<file path="src/rtl/adder_accum_pkg.sv">
// Shared types and constants for the byte-serial accumulator controller.
package adder_accum_pkg;

  localparam int BYTE_W = 8;

  typedef enum logic [1:0] {
    IDLE   = 2'd0,
    ADD    = 2'd1,
    COMMIT = 2'd2
  } state_t;

  // Ceiling log2; returns 0 for values of 1 or less.
  function automatic int clog2(input int value);
    int r;
    r = 0;
    for (int i = 0; i < 31; i++) begin
      if ((1 << i) < value) r = i + 1;
    end
    return r;
  endfunction

endpackage

</file>
<file path="src/rtl/adder_8bit.sv">
// 8-bit ripple-carry adder; overflow is the carry out of the top bit.
module adder_8bit
  import adder_accum_pkg::*;
(
  input  logic [BYTE_W-1:0] a,
  input  logic [BYTE_W-1:0] b,
  input  logic              carry_in,
  output logic [BYTE_W-1:0] sum,
  output logic              overflow
);

  logic [BYTE_W:0] c;

  always_comb begin
    c    = '0;
    sum  = '0;
    c[0] = carry_in;
    for (int i = 0; i < BYTE_W; i++) begin
      sum[i]   = a[i] ^ b[i] ^ c[i];
      c[i+1]   = (a[i] & b[i]) | (c[i] & (a[i] ^ b[i]));
    end
    overflow = c[BYTE_W];
  end

endmodule

</file>
<file path="src/rtl/adder_accum_ctrl.sv">
// Byte-serial accumulator: one shared 8-bit adder walks the accumulator a byte
// per clock, with the inter-byte carry held in a register.
module adder_accum_ctrl
  import adder_accum_pkg::*;
#(
  parameter int NUM_BYTES = 2
)
(
  input  logic                        clk,
  input  logic                        rst,
  input  logic                        clear,
  input  logic                        in_valid,
  input  logic [BYTE_W-1:0]           in_data,
  output logic                        in_ready,
  output logic [BYTE_W*NUM_BYTES-1:0] sum_out,
  output logic                        overflow,
  output logic                        busy,
  output logic                        done
);

  localparam int ACC_W = BYTE_W * NUM_BYTES;
  localparam int IDX_W = (clog2(NUM_BYTES) > 0) ? clog2(NUM_BYTES) : 1;
  localparam logic [IDX_W-1:0] LAST_IDX = IDX_W'(NUM_BYTES - 1);

  state_t             state_q, state_d;
  logic [ACC_W-1:0]   work_q, work_d;
  logic [ACC_W-1:0]   sum_q, sum_d;
  logic [BYTE_W-1:0]  opnd_q, opnd_d;
  logic [IDX_W-1:0]   idx_q, idx_d;
  logic               carry_q, carry_d;
  logic               ovf_q, ovf_d;
  logic               done_q, done_d;

  logic [BYTE_W-1:0]  add_a, add_b, add_sum;
  logic               add_cout;

  // Operand enters only on byte 0; higher bytes just absorb the carry.
  always_comb begin
    add_a = '0;
    for (int i = 0; i < NUM_BYTES; i++) begin
      if (idx_q == IDX_W'(i)) add_a = work_q[i*BYTE_W +: BYTE_W];
    end
    add_b = (idx_q == '0) ? opnd_q : '0;
  end

  adder_8bit u_adder (
    .a        (add_a),
    .b        (add_b),
    .carry_in (carry_q),
    .sum      (add_sum),
    .overflow (add_cout)
  );

  always_comb begin
    state_d = state_q;
    work_d  = work_q;
    sum_d   = sum_q;
    opnd_d  = opnd_q;
    idx_d   = idx_q;
    carry_d = carry_q;
    ovf_d   = ovf_q;
    done_d  = 1'b0;
    if (clear) begin
      state_d = IDLE;
      work_d  = '0;
      sum_d   = '0;
      ovf_d   = 1'b0;
      carry_d = 1'b0;
      idx_d   = '0;
    end else begin
      case (state_q)
        IDLE: begin
          if (in_valid) begin
            opnd_d  = in_data;
            idx_d   = '0;
            carry_d = 1'b0;
            state_d = ADD;
          end
        end
        ADD: begin
          for (int i = 0; i < NUM_BYTES; i++) begin
            if (idx_q == IDX_W'(i)) work_d[i*BYTE_W +: BYTE_W] = add_sum;
          end
          carry_d = add_cout;
          idx_d   = idx_q + IDX_W'(1);
          if (idx_q == LAST_IDX) state_d = COMMIT;
        end
        COMMIT: begin
          sum_d   = work_q;
          ovf_d   = ovf_q | carry_q;
          done_d  = 1'b1;
          state_d = IDLE;
        end
        default: state_d = IDLE;
      endcase
    end
  end

  always_ff @(posedge clk) begin
    if (rst) begin
      state_q <= IDLE;
      work_q  <= '0;
      sum_q   <= '0;
      opnd_q  <= '0;
      idx_q   <= '0;
      carry_q <= 1'b0;
      ovf_q   <= 1'b0;
      done_q  <= 1'b0;
    end else begin
      state_q <= state_d;
      work_q  <= work_d;
      sum_q   <= sum_d;
      opnd_q  <= opnd_d;
      idx_q   <= idx_d;
      carry_q <= carry_d;
      ovf_q   <= ovf_d;
      done_q  <= done_d;
    end
  end

  assign in_ready = (state_q == IDLE);
  assign busy     = (state_q != IDLE);
  assign sum_out  = sum_q;
  assign overflow = ovf_q;
  assign done     = done_q;

endmodule

</file>
<file path="config.mk">
export PLATFORM = sky130hd
export DESIGN_NAME = adder_accum_ctrl
export DESIGN_NICKNAME = d
export VERILOG_FILES = /design/src/rtl/adder_accum_pkg.sv /design/src/rtl/adder_8bit.sv /design/src/rtl/adder_accum_ctrl.sv
export SDC_FILE = /design/constraint.sdc
export NUM_CORES = 1
export LEC_CHECK = 0
export CORE_MARGIN = 4
export CORE_UTILIZATION = 40
export CTS_CLUSTER_DIAMETER = 200
export DETAILED_ROUTE_END_ITERATION = 16
export MAX_ROUTING_LAYER = met4
export PLACE_DENSITY = 0.69
export SLEW_MARGIN = 20
export SYNTH_ARGS = -nofsm -noshare
export SYNTH_HDL_FRONTEND = slang
export SYNTH_SLANG_ARGS = --single-unit
</file>
<file path="constraint.sdc">
create_clock -name clk -period 4.4 [get_ports clk]
set_input_delay 0.66 -clock clk [delete_from_list [all_inputs] [get_ports clk]]
set_output_delay 0.66 -clock clk [all_outputs]
set_load 0.1 [all_outputs]
</file>
==> out/metrics.csv <==
stage,metric,value,unit
status,status,"complete, no violations",
floorplan,height of the chip,78.3,µm
clock_tree,TritonCTS clock tree,yes,
power,pwr dens,300,nW/µm²
clock_tree,clk root buf,clkbuf_8,
power,worst vdd ir,176,µV
finish,fill cell count,486,
setup_path,Startpoint Class,register,
finish,Sequential cell area,921,µm²
job,max-cap violations,0,
setup_path,Crit Path Category,register to register,
power,Power Total,0.710,mW
grt,GRT Total Usage,13.6,%
grt,first-pass GRT wire length,6470,µm
floorplan,die area,6140,µm²
clock_tree,H-tree depth,2,
power,leakage power figure,0.821,nW
setup_path,Worst Path Max Fanout,5,
clock_tree,post-CTS setup buffers,0,
timing,Worst-Margin Slew,1.06,ns
timing,Tmin final,4.07,ns
synthesis,post-synthesis sequential area ratio,46.5,%
route,DRT Pass-1 Iters,4,
synthesis,syn_nets,241,
clock_tree,Worst-path clk slew,0.08,ns
timing,setup TNS,0,ns
clock_tree,CTS hold repair buffers,0,
worst_hold_path,Min-Delay Endpoint,sum_out[0],
floorplan,core footprint,4750,µm²
synthesis,warnings from Yosys,0,
timing,slew margin rel.,28.9,%
synthesis,"top cells by count, synth","nand2_1 (62), dfxtp_1 (46), a21oi_1 (34)",
setup_path,worst reg-to-reg setup slack,0.33,ns
clock_tree,CTS Buf Count,5,
floorplan,starting utilization of the core area,41.6,%
route,DRC viols,0,
setup_path,Worst setup EP type,register,
clock_tree,CTS Buffer Depth,2,
route,via count,1459,
grt,vias in the first global route,1427,
route,vias per std cell,4.69,
grt,largest net degree at the start of global routing,39,
worst_hold_path,hold crit path type,register to register,
clock_tree,clk sinks,46,
finish,P&R area growth vs syn,19.5,%
synthesis,Syn Std Cell Area,1980,µm²
setup_path,critical path data required time,4.56,ns
synthesis,"count leader, synth",nand2_1,
finish,Multi-input gate area,951,µm²
placement,placed cell areas,2290,µm²
clock_tree,# resized after CTS,0,
setup_path,crit path DAT,4.23,ns
placement,RePlAce Congestion,0.842,
timing,Max Slew Vio Count,0,
finish,nets,264,
floorplan,Placement Rows,25,
setup_path,R2R Path Start,idx_q,
worst_hold_path,Hold Startpoint,sum_out[0],
route,final WL,3720,µm
synthesis,Synth Area per Inst,8.96,µm²
finish,Post-Route Utilization,49.7,%
synthesis,Mapped Cells,221,
route,DRT iter0 DRCs,68,
timing,Clock Skew,0.00824,ns
timing,RSZ-0062 raised after global routing,false,
timing,endpoints failing setup,0,
placement,dpl hpwl,2640,µm
route,Post-DRT Antenna Nets,0,
synthesis,Synth top area share,46.5,%
setup_path,FF-to-FF path depth,12,
synthesis,Cell variety after synth,23,
synthesis,most area-consuming cells after synthesis,"dfxtp_1 (47%), nand2_1 (12%), a21oi_1 (8.6%)",
synthesis,number of synthesized register bits,46,
synthesis,Post-synth EDFFs,0,
clock_tree,clock network latency to the later pin of the worst-skew pair,0.29,ns
grt,grt ovf,0,
synthesis,Yosys top cell by area,dfxtp_1,
timing,Tcrit/Tclk final,92.6,%
synthesis,Synth Flop Type,dfxtp_1,
finish,n_diodes,0,
finish,fraction of layout cells with a size suffix above 1,7.38,%
timing,Final Hold Viols,0,
timing,Max Fclk,245,MHz
grt,initial antenna violation count,0,
synthesis,"Async S/R FF share, synth",0,%
setup_path,Critical R2R Capture,work_q[7],
floorplan,Die X,78.3,µm
floorplan,# IOs,32,
placement,# port buffers,31,
finish,"Design Area, Final",2360,µm²
worst_hold_path,Worst Hold Depth,2,
route,DR WL/cell,12.0,µm
sequential cells by signal, indices dropped and copies added (netlist names):
register	flops
carry_q	1
overflow	1
work_q	16
state_q	2
idx_q	1
opnd_q	8
done	1
sum_out	16
metrics by stage:
stage	worst slack (ns)	hold slack, ns	std cells
final	0.325	0.455	311
after global routing	0.111	0.472	311
after CTS	0.314	0.457	311
after detailed placement	0.326	0.447	304
after global placement	0.422	0.439	304
after floorplan	0.0989	0.432	221
cell usage in the layout, fill, tap and decap left out, types with 4 or more instances in the layout:
master / n
a21oi_1: 34
clkbuf_8: 5
clkdlybuf4s50_1: 31
dfxtp_1: 46
fa_1: 8
inv_1: 4
mux2_2: 7
mux2i_1: 8
nand2_1: 62
nor2_1: 16
nor2b_1: 7
logic make-up after synthesis:
| family | after synthesis | synth area share (%) |
|---|---|---|
| and+or+nand+nor | 94 | 21.6 |
| DFF | 46 | 46.5 |
| AOI/OAI and AO/OA | 38 | 10.2 |
| muxes | 15 | 8.03 |
| buffers and inverters | 20 | 5.56 |
| adders and majority gates | 8 | 8.09 |
per-layer routing:
layer  vias up  part of all wire (%)  global-route usage, %
met4         0                   1.8                   5.77
met2        37                    46                   20.9
li1        757                     -                      -
met5         -                     0                      -
met1       660                    47                   17.4
met3         5                   5.7                   2.75
layout make-up:
cell class,instances,area share [%]
clock buffer,7,3.23
multi-input combinational,155,40.2
timing repair buffer,32,13.4
inverter,4,0.635
tap,67,3.54
sequential,46,38.9
worst max-delay path by stage:
stage,from,to,slack (ns)
2_1_floorplan,idx_q,work_q[7],0.1
3_3_place_gp,idx_q,work_q[7],0.42
3_5_place_dp,idx_q,work_q[7],0.33
4_1_cts,idx_q,work_q[7],0.31
5_1_grt,idx_q,work_q[7],0.11
6_report,idx_q,work_q[7],0.33
worst max-delay path: stages (launching register included):
cell,delay [ns]
dfxtp_1,0.42
mux2i_1,0.27
fa_1,0.20
inv_1,0.05
fa_1,0.39
fa_1,0.39
fa_1,0.39
fa_1,0.39
fa_1,0.39
fa_1,0.40
fa_1,0.47
mux2i_1,0.16
nor2_1,0.05
report_power, final:
| part | leakage (nW) | switching (mW) | total (mW) | internal (mW) |
|---|---|---|---|---|
| combinational | 0.411 | 0.0292 | 0.0517 | 0.0225 |
| sequential | 0.372 | 0.00392 | 0.425 | 0.421 |
| clock | 0.0383 | 0.125 | 0.234 | 0.109 |
| total | 0.821 | 0.158 | 0.710 | 0.552 |
No activity file was read; power rests on OpenSTA's default activity.
